--- src/rtl/rock_ctrl.sv ---
// rock_ctrl: cradle-rocking controller. Debounces an asynchronous stress
// sensor on a slow control tick and drives a push/pull cylinder pair while
// the baby is stressed. Rocking stops after a calm period, or faults after
// too many strokes in one session.
module rock_ctrl #(
   parameter int TICK_DIV     = 4194304,
   parameter int DEB_TICKS    = 3,
   parameter int STROKE_TICKS = 4,
   parameter int CALM_TICKS   = 16,
   parameter int MAX_STROKES  = 64,
   parameter int CNT_W        = 8
) (
   input  logic             clk,
   input  logic             reset,
   input  logic             enable,
   input  logic             stress,
   output logic             fplus,
   output logic             fmin,
   output logic             amin,
   output logic             busy,
   output logic             fault,
   output logic [CNT_W-1:0] strokes
);

   localparam int TICK_W = $clog2(TICK_DIV);
   localparam int DEB_W  = $clog2(DEB_TICKS + 1);
   localparam int CALM_W = $clog2(CALM_TICKS + 1);
   localparam int PH_W   = $clog2(STROKE_TICKS + 1);

   typedef enum logic [1:0] {
      ST_IDLE  = 2'd0,
      ST_PUSH  = 2'd1,
      ST_PULL  = 2'd2,
      ST_FAULT = 2'd3
   } state_t;

   // Stroke count increment that never passes MAX_STROKES.
   function automatic logic [CNT_W-1:0] sat_inc(input logic [CNT_W-1:0] v);
      if (v == CNT_W'(MAX_STROKES)) begin
         return v;
      end else begin
         return v + CNT_W'(1);
      end
   endfunction

   logic              sync1_q, sync1_d, sync2_q, sync2_d;
   logic [TICK_W-1:0] tick_cnt_q, tick_cnt_d;
   logic              tick_s;
   logic              deb_q, deb_d;
   logic [DEB_W-1:0]  run_q, run_d;
   logic [CALM_W-1:0] calm_q, calm_d;
   logic [PH_W-1:0]   ph_q, ph_d;
   state_t            state_q, state_d;
   logic [CNT_W-1:0]  strokes_q, strokes_d;
   logic              fplus_q, fplus_d, fmin_q, fmin_d, amin_q, amin_d;
   logic              busy_q, busy_d, fault_q, fault_d;

   // Next-state logic: sync chain, tick divider, debounce, calm timer, FSM, outputs.
   always_comb begin
      sync1_d    = stress;
      sync2_d    = sync1_q;
      tick_cnt_d = tick_cnt_q;
      tick_s     = 1'b0;
      deb_d      = deb_q;
      run_d      = run_q;
      calm_d     = calm_q;
      ph_d       = ph_q;
      state_d    = state_q;
      strokes_d  = strokes_q;

      if (!enable) begin
         tick_cnt_d = {TICK_W{1'b0}};
         deb_d      = 1'b0;
         run_d      = {DEB_W{1'b0}};
         calm_d     = {CALM_W{1'b0}};
         ph_d       = {PH_W{1'b0}};
         state_d    = ST_IDLE;
         strokes_d  = {CNT_W{1'b0}};
      end else begin
         if (tick_cnt_q == TICK_W'(TICK_DIV - 1)) begin
            tick_s     = 1'b1;
            tick_cnt_d = {TICK_W{1'b0}};
         end else begin
            tick_cnt_d = tick_cnt_q + TICK_W'(1);
         end

         if (tick_s) begin
            // Debounce: flip only after DEB_TICKS disagreeing samples in a row.
            if (sync2_q != deb_q) begin
               if (run_q == DEB_W'(DEB_TICKS - 1)) begin
                  deb_d = sync2_q;
                  run_d = {DEB_W{1'b0}};
               end else begin
                  run_d = run_q + DEB_W'(1);
               end
            end else begin
               run_d = {DEB_W{1'b0}};
            end

            // Calm timer tracks the debounced value held before this tick.
            if (deb_q) begin
               calm_d = {CALM_W{1'b0}};
            end else if (calm_q != CALM_W'(CALM_TICKS)) begin
               calm_d = calm_q + CALM_W'(1);
            end else begin
               calm_d = calm_q;
            end

            case (state_q)
               ST_IDLE: begin
                  if (deb_q) begin
                     state_d   = ST_PUSH;
                     ph_d      = {PH_W{1'b0}};
                     strokes_d = sat_inc(strokes_q);
                     calm_d    = {CALM_W{1'b0}};
                  end else begin
                     state_d = ST_IDLE;
                  end
               end
               ST_PUSH: begin
                  if (ph_q == PH_W'(STROKE_TICKS - 1)) begin
                     state_d = ST_PULL;
                     ph_d    = {PH_W{1'b0}};
                  end else begin
                     ph_d = ph_q + PH_W'(1);
                  end
               end
               ST_PULL: begin
                  if (ph_q == PH_W'(STROKE_TICKS - 1)) begin
                     ph_d = {PH_W{1'b0}};
                     if (calm_q == CALM_W'(CALM_TICKS)) begin
                        state_d   = ST_IDLE;
                        strokes_d = {CNT_W{1'b0}};
                     end else if (strokes_q == CNT_W'(MAX_STROKES)) begin
                        state_d = ST_FAULT;
                     end else begin
                        state_d   = ST_PUSH;
                        strokes_d = sat_inc(strokes_q);
                     end
                  end else begin
                     ph_d = ph_q + PH_W'(1);
                  end
               end
               ST_FAULT: begin
                  state_d = ST_FAULT;
               end
               default: begin
                  state_d = ST_IDLE;
               end
            endcase
         end else begin
            state_d = state_q;
         end
      end

      // Outputs decode the next state so they change on the same edge as the state.
      fplus_d = (state_d == ST_PUSH);
      fmin_d  = (state_d == ST_PULL);
      amin_d  = (state_d == ST_PUSH) || (state_d == ST_PULL);
      busy_d  = (state_d == ST_PUSH) || (state_d == ST_PULL);
      fault_d = (state_d == ST_FAULT);
   end

   // State and output registers with synchronous reset.
   always_ff @(posedge clk) begin
      if (reset) begin
         sync1_q    <= 1'b0;
         sync2_q    <= 1'b0;
         tick_cnt_q <= {TICK_W{1'b0}};
         deb_q      <= 1'b0;
         run_q      <= {DEB_W{1'b0}};
         calm_q     <= {CALM_W{1'b0}};
         ph_q       <= {PH_W{1'b0}};
         state_q    <= ST_IDLE;
         strokes_q  <= {CNT_W{1'b0}};
         fplus_q    <= 1'b0;
         fmin_q     <= 1'b0;
         amin_q     <= 1'b0;
         busy_q     <= 1'b0;
         fault_q    <= 1'b0;
      end else begin
         sync1_q    <= sync1_d;
         sync2_q    <= sync2_d;
         tick_cnt_q <= tick_cnt_d;
         deb_q      <= deb_d;
         run_q      <= run_d;
         calm_q     <= calm_d;
         ph_q       <= ph_d;
         state_q    <= state_d;
         strokes_q  <= strokes_d;
         fplus_q    <= fplus_d;
         fmin_q     <= fmin_d;
         amin_q     <= amin_d;
         busy_q     <= busy_d;
         fault_q    <= fault_d;
      end
   end

   assign fplus   = fplus_q;
   assign fmin    = fmin_q;
   assign amin    = amin_q;
   assign busy    = busy_q;
   assign fault   = fault_q;
   assign strokes = strokes_q;

endmodule

--- config.mk ---
export PLATFORM = sky130hd
export DESIGN_NAME = rock_ctrl
export DESIGN_NICKNAME = d
export VERILOG_FILES = /design/src/rtl/rock_ctrl.sv
export SDC_FILE = /design/constraint.sdc
export NUM_CORES = 1
export LEC_CHECK = 0
export ABC_AREA = 1
export ABC_CLOCK_PERIOD_IN_PS = 1700
export BUFFER_PORTS_ARGS = -buffer_cell sky130_fd_sc_hd__buf_2
export CAP_MARGIN = 20
export CORE_MARGIN = 2
export CORE_UTILIZATION = 30
export DETAILED_ROUTE_END_ITERATION = 6
export PLACE_DENSITY_LB_ADDON = 0.25
export RECOVER_POWER = 25
export SLEW_MARGIN = 20
export SYNTH_ARGS = -nofsm -noshare
export SYNTH_HDL_FRONTEND = slang
export SYNTH_SLANG_ARGS = --single-unit
--- constraint.sdc ---
create_clock -name clk -period 1.7 [get_ports clk]
set_clock_uncertainty 0.05 [all_clocks]
set_input_delay 0.17 -clock clk [delete_from_list [all_inputs] [get_ports clk]]
set_output_delay 0.17 -clock clk [all_outputs]
set_load 0.05 [all_outputs]
==> impl_summary.log <==
INFO  metric run_status = complete, but fails checks
INFO  metric violations = negative setup slack
INFO  metric critical_path.reg2reg.startpoint = tick_cnt_q[0]
INFO  metric finalCritPeriodShare = 102%
INFO  metric synth.yosys.warnings = 0
INFO  metric netlist.area_leader.share = a little under two fifths
INFO  metric nNetsFinal = about 460
INFO  metric total_leakage_power = 1.53 nW
INFO  metric grt_start_max_net_pins = 17
INFO  metric synth.area.top_cells = dfxtp_1 37%, nand2_1 10%, nor2_1 6.9%
INFO  metric drc = 0
INFO  metric core_area = 8590 sq um
INFO  metric max-clock-path-buffers = 2
INFO  metric async_sr_flop_fraction = 0%
INFO  metric n_fill_cell = roughly 890
INFO  metric tritoncts = done
INFO  metric detailed_place_hpwl = around 4400 um
INFO  metric cts_htree_levels = 2
INFO  metric final_antenna_net_count = 0
INFO  metric worst_setup_hold_path_clk_slew = roughly 0.09 ns
INFO  metric worstHoldStart = stress
INFO  metric worst_ep_arrival_time = roughly 1.9 ns
INFO  metric dieArea = around 9500 sq um
INFO  metric grt_util_all_layers = about an eighth
INFO  metric min_path_type = primary input to register
INFO  metric setup_violations = 2
INFO  metric timing.final.ws_setup = -0.0280 ns
INFO  metric gr-usage-met2 = 23.3%
INFO  metric synth.largest_area_cell = dfxtp_1
INFO  metric power.density = approximately 560 nW/um^2
INFO  metric cts_num_sinks = a little under 50
INFO  metric clockRootBuffer = clkbuf_8
INFO  metric initial_core_util = 30.6%
INFO  metric endpoint_kind = register
INFO  metric fp.dieW = just under 100 um
INFO  metric synth_seq_area_share = 37.4%
INFO  metric grt_first_pass_wirelength = 10,000 um
INFO  metric die_h = between 90 and 100 um
INFO  metric worstSetupStartpoint = tick_cnt_q[0]
INFO  metric number_of_placement_rows = 34
INFO  metric worst_slew_pin_slew = ~0.27 ns
INFO  metric avgViaCountPerCell = 4.47
INFO  metric layout_cell_share_with_drive_strength_beyond_1 = 37.6%
INFO  metric area_growth = 39.7%
INFO  metric max_clock_freq = 0.579 GHz
INFO  metric critPathKind = register to register
INFO  metric mappedNetlistArea = between 2000 and 3000 sq um
INFO  metric startpoint_type = register
INFO  metric yosys_register_bits = 49
INFO  metric max-slew-margin-rel = 81.6%
INFO  metric cts_buffers = 5
INFO  metric synthTopCellsByCount = 72 x nand2_1, 49 x dfxtp_1, 48 x nor2_1, 43 x inv_1, 30 x a21oi_1
INFO  metric postSynthNetCount = 377
INFO  metric totalWireLength = 5910 um
INFO  metric placement.io_buffers = 16
INFO  metric dp_slack = -0.107 ns
INFO  metric clk_latency = 0.31 ns
INFO  metric antenna_found_initial = 0
INFO  metric grt_most_used_layer = met2
INFO  metric antennaDiodeCount = 0
INFO  metric dominantRegCellSynth = dfxtp_1
INFO  metric destination_of_the_worst_register_to_register_timing_path = busy
INFO  metric rrSetupSlack = -0.03 ns
INFO  metric placement.cell_area = approximately 3300 sq um
INFO  metric drv_cap = 0
INFO  metric dp_cells = 538
INFO  metric yosysMostFrequentCell = nand2_1
INFO  metric final_routed_wire_length_divided_by_cell_count = ~11 um
INFO  metric hold_violations = 0
INFO  metric post-route-cell-area = between 3000 and 4000 sq um
INFO  metric globalRouteMet3Util = 2.59%
INFO  metric holdPathStages = 3
INFO  metric worstPathMaxFanout = 3
INFO  metric drtPass1Iterations = 4
INFO  metric number_of_global_route_vias_before_repair = approximately 2,300
INFO  metric grt_setup_unrepaired = true
INFO  metric syn_inst = between 300 and 400
INFO  metric drt-initial-drc-count = 47
INFO  metric slew_viol_final = 0
INFO  metric dr_total_vias = 2,481
INFO  metric gpl.final_weighted_congestion = approximately 0.77
INFO  metric use_met1 = between 10% and 20%
INFO  metric cp_data_required_time = 1.86 ns
INFO  metric cts.hold.buffers_added = 0
INFO  metric post_route_insts_no_fill = approximately 560
INFO  metric synth.distinct_cells = 35
INFO  metric period_needed = between 1.5 and 2 ns
INFO  metric irDropWorstVdd = between 0.0003 and 0.0004 V
INFO  metric grt_remaining_overflow = 0
INFO  metric synth-edff-count = 0
INFO  metric boundaryPins = 17
INFO  metric r2r.worst_path.cells = 12
INFO  metric holdPathEnd = sync1_q
INFO  metric postSynthAreaPerCell = 7.30 sq um
==> area by class of cell <==
| type | instances | area (sq um) | area share (%) |
|---|---|---|---|
| Inverter | 48 | 195 | 5.32 |
| Sequential cell | 49 | 1010 | 27.6 |
| Tap cell | 108 | 135 | 3.68 |
| Multi-Input combinational cell | 257 | 1600 | 43.7 |
| Timing Repair Buffer | 85 | 614 | 16.7 |
| Clock buffer | 6 | 72.6 | 1.98 |
| Clock inverter | 2 | 38.8 | 1.06 |
==> power by group <==
| part | internal, W | total (W) | switching [W] |
|---|---|---|---|
| Sequential | 0.00115 | 0.00115 | 0.00000333 |
| Clock | 0.000442 | 0.000857 | 0.000415 |
| Combinational | 0.0000213 | 0.0000559 | 0.0000346 |
==> layout by cell type, fill, tap and decap left out, types with 2 or more instances in the layout <==
cell type,netlist,routed
a21oi_1,30,29
buf_2,0,16
buf_4,3,67
clkbuf_8,0,5
clkinv_4,1,3
dfxtp_1,49,31
dfxtp_2,0,15
dfxtp_4,0,3
ha_1,13,7
ha_2,0,2
ha_4,0,4
inv_1,43,35
inv_2,3,9
inv_4,0,2
nand2_1,72,67
nand2_2,3,7
nand2_4,2,3
nand3_1,17,14
nand3_2,3,2
nand3_4,0,4
nand3b_1,2,2
nand4_1,8,8
nor2_1,48,43
nor2_2,6,7
nor2_4,3,7
nor3_1,8,8
nor3b_1,3,3
o21ai_0,8,5
o21ai_1,2,4
or2_2,2,2
xnor2_1,5,5
xor2_1,13,13
==> through the flow <==
stage	hold WS, ns	utilization, %	power (W)	TNS (ns)
after global routing	0.0268	42.7	0.00215	-0.578
final	0.00953	42.7	0.00206	-0.0406
after detailed placement	0.330	38.9	0.00123	-0.283
after global placement	0.326	38.9	0.00123	-0.136
after CTS	0.000163	40.9	0.00211	-0.0138
after floorplan	0.227	-	0.00121	-0.243
==> cells by family after synthesis <==
kind of cell,after synthesis,share of synthesized area (%)
AO/OA/AOI/OAI,45,9.24
AND/OR/NAND/NOR,181,32.8
adder cells (fa/ha/maj),13,6.19
buffers and inverters,54,8.38
XOR/XNOR,18,6.00
flip-flops,49,37.4
==> how the worst max path moves through the flow <==
stage	end	slack, ns	cells after the start
2_1_floorplan	busy	-0.10	12
3_3_place_gp	busy	-0.07	12
3_5_place_dp	busy	-0.11	12
4_1_cts	busy	-0.01	12
5_1_grt	busy	-0.12	12
6_report	busy	-0.03	12
==> worst max-delay path, cell delays in order (launching register included) <==
cell and delay (ns):
dfxtp_2 0.36, ha_4 0.15, nand2_4 0.05, nor2_4 0.15, nand3_4 0.13, nor3_4 0.15
nand2_2 0.08, inv_2 0.06, nand2_2 0.06, nand3_4 0.08, inv_4 0.05, ha_4 0.24
nor2_1 0.03
==> registers in the layout (all words and copies together) (netlist names) <==
signal,count
calm_q,5
sync1_q,1
fault,1
sync2_q,1
state_q,2
busy,1
ph_q,3
deb_q,1
fplus,1
run_q,2
strokes,8
fmin,1
tick_cnt_q,22
==> layer usage <==
layer	vias up	part of all wire [%]	routed length, um
met5	-	0	0
met4	0	1.2	69
met3	6	1.9	114
met2	25	53	3110
met1	1132	44	2610
li1	1318	-	-
==> repair_timing <==
action | CTS | global route
endpoints found under the setup margin | 12 | 21
setup buffers | 5 | 4
pin swaps | 8 | 6
cloned | 0 | 0
endpoints found under the hold margin | 0 | 0
gates resized for setup | 8 | 40
No activity file was read; power rests on OpenSTA's default activity.
